$ cat config.mk
export PLATFORM = sky130hd
export DESIGN_NAME = mem_arbiter_flat
export DESIGN_NICKNAME = d
export VERILOG_FILES = /design/src/rtl/mem_arb_pkg.sv /design/src/rtl/mem_arbiter_if.sv /design/src/rtl/mem_arb_pick.sv /design/src/rtl/mem_arbiter.sv /design/src/flat_wrapper.sv
export SDC_FILE = /design/constraint.sdc
export NUM_CORES = 1
export LEC_CHECK = 0
export CAP_MARGIN = 10
export CORE_ASPECT_RATIO = 1.4
export CORE_MARGIN = 5
export CORE_UTILIZATION = 44
export CTS_CLUSTER_SIZE = 20
export DETAILED_ROUTE_END_ITERATION = 10
export PLACE_DENSITY_LB_ADDON = 0.05
export SYNTH_ARGS = -nofsm -noshare
export SYNTH_HDL_FRONTEND = slang
export SYNTH_HIERARCHICAL = 1
export SYNTH_SLANG_ARGS = --single-unit
$ cat constraint.sdc
create_clock -name clk -period 1.9 [get_ports clk]
set_input_delay 0.38 -clock clk [delete_from_list [all_inputs] [get_ports clk]]
set_output_delay 0.38 -clock clk [all_outputs]
set_load 0.03 [all_outputs]
$ cat src/rtl/mem_arb_pkg.sv
// Shared types and constants for the shared data-memory arbiter.
// Build option: MEM_ARB_ROUND_ROBIN_EN selects round-robin instead of fixed priority.
package mem_arb_pkg;

    localparam int NUM_CORES  = 4;
    localparam int MC_W       = 13;

    // Base bit positions of the fields inside the memory controller word
    localparam int MC_DR_WE   = 0;
    localparam int MC_AR_RD   = 4;
    localparam int MC_DATA_RD = 8;
    localparam int MC_WREN    = 12;

    typedef enum logic [2:0] {
        IDLE,
        ADDR,
        WAIT,
        LOAD,
        WRITE,
        ACK
    } mem_arb_state_t;

    // Controller word to present while sitting in state st serving core g.
    // WRITE also pulses the DR write enable so the core's data register
    // follows the access that just took place.
    function automatic logic [MC_W-1:0] ctrl_word(input mem_arb_state_t st, input logic [1:0] g);
        logic [MC_W-1:0] w;
        logic [MC_W-1:0] one;
        w   = '0;
        one = {{(MC_W-1){1'b0}}, 1'b1};
        case (st)
            ADDR, WAIT: w = one << (MC_AR_RD + int'(g));
            LOAD:       w = (one << (MC_AR_RD + int'(g))) | (one << (MC_DR_WE + int'(g)));
            WRITE:      w = (one << (MC_AR_RD + int'(g))) | (one << (MC_DATA_RD + int'(g)))
                          | (one << MC_WREN) | (one << (MC_DR_WE + int'(g)));
            default:    w = '0;
        endcase
        return w;
    endfunction

endpackage

$ cat src/rtl/mem_arbiter_if.sv
// Core-side request/acknowledge bundle and memory controller word.
// Handshake: a core raises req (with wr) and holds both until its ack bit
// pulses for one cycle; req is only looked at while the arbiter is idle.
interface mem_arbiter_if;
    import mem_arb_pkg::*;

    logic [NUM_CORES-1:0] req;
    logic [NUM_CORES-1:0] wr;
    logic [NUM_CORES-1:0] ack;
    logic [MC_W-1:0]      mem_ctrl;
    logic                 busy;
    logic [1:0]           grant_id;
    mem_arb_state_t       state;     // FSM state, exposed for monitors

    modport master (
        output req, wr,
        input  ack, mem_ctrl, busy, grant_id, state
    );

    modport slave (
        input  req, wr,
        output ack, mem_ctrl, busy, grant_id, state
    );

endinterface

$ cat src/rtl/mem_arb_pick.sv
// Combinational request picker.
// MEM_ARB_ROUND_ROBIN_EN defined: search upward from ptr+1 (mod 4).
// Otherwise: fixed priority, core 0 highest; no pointer input exists.
module mem_arb_pick
    import mem_arb_pkg::*;
(
    input  logic [NUM_CORES-1:0] req,
`ifdef MEM_ARB_ROUND_ROBIN_EN
    input  logic [1:0]           ptr,
`endif
    output logic                 valid,
    output logic [1:0]           idx
);

    logic [1:0] cand;

`ifdef MEM_ARB_ROUND_ROBIN_EN
    // Walk offsets from farthest to nearest so the nearest requester after ptr wins
    always_comb begin
        valid = |req;
        idx   = 2'd0;
        cand  = 2'd0;
        for (int k = 4; k >= 1; k--) begin
            cand = ptr + 2'(k);
            if (req[cand]) idx = cand;
        end
    end
`else
    // Walk from lowest to highest priority so core 0 overrides everyone
    always_comb begin
        valid = |req;
        idx   = 2'd0;
        cand  = 2'd0;
        for (int k = 3; k >= 0; k--) begin
            cand = 2'(k);
            if (req[cand]) idx = cand;
        end
    end
`endif

endmodule

$ cat src/rtl/mem_arbiter.sv
// Sequencer/arbiter for the shared data-memory port of four cores.
// Every output is registered from the next-state decode, so outputs always
// describe the state currently held and no req/wr path reaches an output.
// Build option: MEM_ARB_ROUND_ROBIN_EN (round-robin picker and pointer).
module mem_arbiter
    import mem_arb_pkg::*;
#(
    parameter int READ_WAIT = 0     // extra read wait cycles, 0..3
) (
    input logic           clk,
    input logic           rstn,
    mem_arbiter_if.slave  bus
);

    localparam logic [1:0] WAIT_INIT = (READ_WAIT > 0) ? 2'(READ_WAIT - 1) : 2'd0;

    mem_arb_state_t       state_q, state_d;
    logic [1:0]           grant_q, grant_d;
    logic [1:0]           cnt_q, cnt_d;
    logic [MC_W-1:0]      ctrl_q;
    logic [NUM_CORES-1:0] ack_q;
    logic                 busy_q;
    logic                 pick_valid;
    logic [1:0]           pick_idx;

`ifdef MEM_ARB_ROUND_ROBIN_EN
    logic [1:0] ptr_q;

    mem_arb_pick u_pick (
        .req   (bus.req),
        .ptr   (ptr_q),
        .valid (pick_valid),
        .idx   (pick_idx)
    );

    // Pointer remembers the last granted core; reset to 3 so core 0 goes first
    always_ff @(posedge clk) begin
        if (!rstn) begin
            ptr_q <= 2'd3;
        end else if (state_q == IDLE && pick_valid) begin
            ptr_q <= pick_idx;
        end
    end
`else
    mem_arb_pick u_pick (
        .req   (bus.req),
        .valid (pick_valid),
        .idx   (pick_idx)
    );
`endif

    // Next-state decode; req is only considered in IDLE
    always_comb begin
        state_d = state_q;
        grant_d = grant_q;
        cnt_d   = cnt_q;
        unique case (state_q)
            IDLE: begin
                if (pick_valid) begin
                    grant_d = pick_idx;
                    state_d = bus.wr[pick_idx] ? WRITE : ADDR;
                end
            end
            ADDR: begin
                if (READ_WAIT > 0) begin
                    state_d = WAIT;
                    cnt_d   = WAIT_INIT;
                end else begin
                    state_d = LOAD;
                end
            end
            WAIT: begin
                if (cnt_q == 2'd0) state_d = LOAD;
                else               cnt_d   = cnt_q - 2'd1;
            end
            LOAD:    state_d = ACK;
            WRITE:   state_d = ACK;
            ACK:     state_d = IDLE;
            default: state_d = IDLE;
        endcase
    end

    // State and registered outputs, all derived from the state being entered
    always_ff @(posedge clk) begin
        if (!rstn) begin
            state_q <= IDLE;
            grant_q <= 2'd0;
            cnt_q   <= 2'd0;
            ctrl_q  <= '0;
            ack_q   <= '0;
            busy_q  <= 1'b0;
        end else begin
            state_q <= state_d;
            grant_q <= grant_d;
            cnt_q   <= cnt_d;
            ctrl_q  <= ctrl_word(state_d, grant_d);
            ack_q   <= (state_d == ACK) ? (4'b0001 << grant_d) : 4'b0000;
            busy_q  <= (state_d != IDLE);
        end
    end

    assign bus.mem_ctrl = ctrl_q;
    assign bus.ack      = ack_q;
    assign bus.busy     = busy_q;
    assign bus.grant_id = grant_q;
    assign bus.state    = state_q;

endmodule

$ cat src/flat_wrapper.sv
// flat-port wrapper written by rule: the top's interface ports become plain ports
module mem_arbiter_flat import mem_arb_pkg::*;
#(
    parameter int READ_WAIT = 0                                    
)
  (clk, rstn, bus_req, bus_wr, bus_ack, bus_mem_ctrl, bus_busy, bus_grant_id, bus_state);
  mem_arbiter_if bus_i ();
  input logic clk;
  input logic rstn;
  input wire logic [$bits(bus_i.req)-1:0] bus_req;
  input wire logic [$bits(bus_i.wr)-1:0] bus_wr;
  output wire logic [$bits(bus_i.ack)-1:0] bus_ack;
  output wire logic [$bits(bus_i.mem_ctrl)-1:0] bus_mem_ctrl;
  output wire logic [$bits(bus_i.busy)-1:0] bus_busy;
  output wire logic [$bits(bus_i.grant_id)-1:0] bus_grant_id;
  output wire logic [$bits(bus_i.state)-1:0] bus_state;
  assign bus_i.req = bus_req;
  assign bus_i.wr = bus_wr;
  assign bus_ack = bus_i.ack;
  assign bus_mem_ctrl = bus_i.mem_ctrl;
  assign bus_busy = bus_i.busy;
  assign bus_grant_id = bus_i.grant_id;
  assign bus_state = bus_i.state;
  mem_arbiter #(.READ_WAIT(READ_WAIT)) u_core (.clk(clk), .rstn(rstn), .bus(bus_i));
endmodule
==> impl_metrics.yaml <==
drt:
  drtPass1Iterations: 4
  avgViaCountPerCell: 5.03
  vias: 896
  drt_wl_total_um: 2230
  drc: 0
  drt_iter0_markers: 17
  wl_per_cell_um: 12.5
  drtAntennaViolNets: 0
synth:
  synth-compound-area-share_pct: 10.1
  synth_cell_type_count: 26
  muxShareOfSynthArea_pct: 5.03
  postSynthAreaPerCell_um2: 9.30
  synth_nets: 118
  synth-adder-area-share_pct: 1.26
  synth_area_leader_cell: "dfxtp_1"
  yosysTopAreaCellShare_pct: 50.3
  syn_area_um2: 995
  ys_seq_elements: 25
  yosys.area_share.xor_xnor_pct: 1.76
  ys_seq_area_share_pct: 50.3
  synthTopCellsByArea: "dfxtp_1 (50%), mux2i_1 (5.0%), nor3_1 (5.0%)"
  ys_warn_count: 6
  synth_cells: 107
  synthSimpleGateAreaFrac_pct: 26.0
  synth_top_family_by_area: "simple AND/OR/NAND/NOR gates"
pwr:
  p_seq_share_pct: 42.1
  intPower_mw: 0.947
  leakage_nw: 0.699
  swShare_pct: 36.5
  clkPwrFrac_pct: 15.6
  p_sw_mw: 0.543
  irDropWorstVdd_v: 0.000575
  combPwrFrac_pct: 42.3
  powerDensity_nw_per_um2: 955
timing:
  slew_violations: 0
  setup_tns_ns: 0
  finalHoldViolCount: 0
  whs_ns: 0.525
  finalCritPeriodShare_pct: 91.2
  slew_headroom_pct: 69.8
  rsz0062_at_grt: "no"
  final-setup-viol-count: 0
  tightest_slew_ns: 0.448
  max_freq_mhz: 577
  skew_ns: 0.00404
  final.min_clock_period_ns: 1.73
final_layout:
  final_cell_mix: "dfxtp_1 (25), clkdlybuf4s50_1 (24), buf_4 (16), nor2_1 (12), inv_1 (9)"
  nNetsFinal: 168
  finalCoreUtilization_pct: 71.7
  area_growth_pct: 57.0
  drive_above_1_share_pct: 23.7
  n_fill_cell: 172
  layout_commonest_cell: "dfxtp_1"
  final_cell_count_no_fill: 178
  num_antenna_cells: 0
critical_path:
  cp-start-kind: "flop"
  end_kind: "primary output"
  cp_slowest_cell: "dfxtp_1"
  critPathBufInv: 1
  max_stage_delay_ns: 0.58
  arrival_ns: 1.35
  worstPathMaxFanout: 11
  critPathKind: "flop to primary output"
  cp_data_required_time_ns: 1.52
  path_delay_family: "flip-flops"
  critical_path.cell_chain: "dlygate4sd2_1"
grt:
  grt_pass1_vias: 915
  grtUsageTotal_pct: 13.8
  overflow: 0
  antenna_found_initial: 0
  grt_pass1_wl_um: 3580
  grt_max_degree: 16
cts:
  root_buffer: "clkbuf_4"
  clock-sinks: 25
  cts_max_level: 1
  hold_buffers: 0
  clock_latency_ns: 0.31
  cts_tree: "done"
  clockBufferDepth: 2
  cts_made_buffers: 3
  clk_pin_slew_ns: 0.13
place:
  hpwlAfterDp_um: 1720
  place_congestion: 0.782
  io_buffers: 32
  dp_cells: 173
run_status:
  status: "finished, final reports clean"
floorplan:
  fp.dieW_um: 50.2
  fp.dieH_um: 66.3
  start_util_pct: 45.7
  core_area_um2: 2180
  ioPinCount: 33
  num_rows: 20
  die-area_um2: 3330
worst_hold_path:
  hold_class: "flop to flop"
flow_run:
  drv_cap: 0
## cell families (layout without fill, tap and decap cells)
group / after synthesis / after routing
fa+ha+maj: 1 / 1
simple gates: 47 / 47
buf+inv: 12 / 61
flops: 25 / 25
xor+xnor: 2 / 2
compound gates: 15 / 15
mux: 5 / 5
## repair_timing
| item | 4_1_cts | 5_1_grt |
|---|---|---|
| setup buffers | 0 | 1 |
| pin swaps | 2 | 7 |
| gates resized for setup | 3 | 20 |
| endpoints found under the setup margin | 6 | 13 |
## worst reg2reg max path, cell delays in order (launching register included)
cell	delay (ns)
dfxtp_1	0.58
inv_1	0.17
nor4_2	0.41
or3_4	0.26
nor3_2	0.05
## stage by stage
stage | instance area (um2) | power, mW | setup WS [ns]
after floorplan | 995 | 0.982 | 0.155
after global placement | 1430 | 1.22 | -0.319
after detailed placement | 1430 | 1.23 | -0.413
after CTS | 1470 | 1.47 | 0.0318
after global routing | 1560 | 1.58 | 0.0897
final | 1560 | 1.49 | 0.168
## sequential cells by signal, indices dropped and copies added (netlist names)
name and flops:
u_core/bus.grant_id 2, u_core/bus.ack 4, u_core/bus.mem_ctrl 13, u_core/bus.state 3, u_core/cnt_q 2, u_core/bus.busy 1
## metal layers
| metal | vias to the layer above | GRT usage (%) | wire length, um |
|---|---|---|---|
| met5 | - | 0 | 0 |
| met4 | 0 | 7.54 | 57 |
| met3 | 4 | 2.03 | 137 |
| met2 | 29 | 27.8 | 1190 |
| met1 | 406 | 12.3 | 844 |
| li1 | 457 | - | - |
## power by group through the flow
stage | clock [mW] | combinational, mW | sequential (mW)
6_report | 0.233 | 0.631 | 0.627
2_1_floorplan | 0 | 0.245 | 0.737
4_1_cts | 0.245 | 0.594 | 0.628
3_3_place_gp | 0 | 0.587 | 0.637
5_1_grt | 0.270 | 0.674 | 0.638
3_5_place_dp | 0 | 0.594 | 0.640
## final cells by class
type                            count  area, um2  share of cell area, %
Clock buffer                        3       22.5                   1.44
Timing Repair Buffer               48        453                   29.0
Tap cell                           22       27.5                   1.76
Clock inverter                      1       7.51                  0.481
Inverter                            9       33.8                   2.16
Multi-Input combinational cell     70        517                   33.1
Sequential cell                    25        500                   32.1
## worst paths after layout
| path | slack, ns | start | end | depth (start not counted) |
|---|---|---|---|---|
| max reg2reg | 0.34 | u_core/bus.state[1] | u_core/bus.ack[3] | 4 |
| min | 0.52 | u_core/cnt_q[1] | u_core/cnt_q[1] | 1 |
| max | 0.17 | u_core/bus.state[1] | bus_state[1] | 1 |
| min reg2reg | 0.52 | u_core/cnt_q[1] | u_core/cnt_q[1] | 1 |
## Yosys cell counts, drive strengths merged
library cell	number
nor3b	2
nor3	10
a221oi	1
ha	1
mux2i	5
nor2	13
nor4b	1
or2	1
buf	3
a31oi	5
nand2b	3
nor2b	4
xnor2	2
o211a	2
o22ai	1
or3	2
a21oi	3
and2	2
nand3b	1
o21ai	3
inv	9
dfxtp	25
nand2	7
nor4	1
Power figures use the tool's default switching activity.
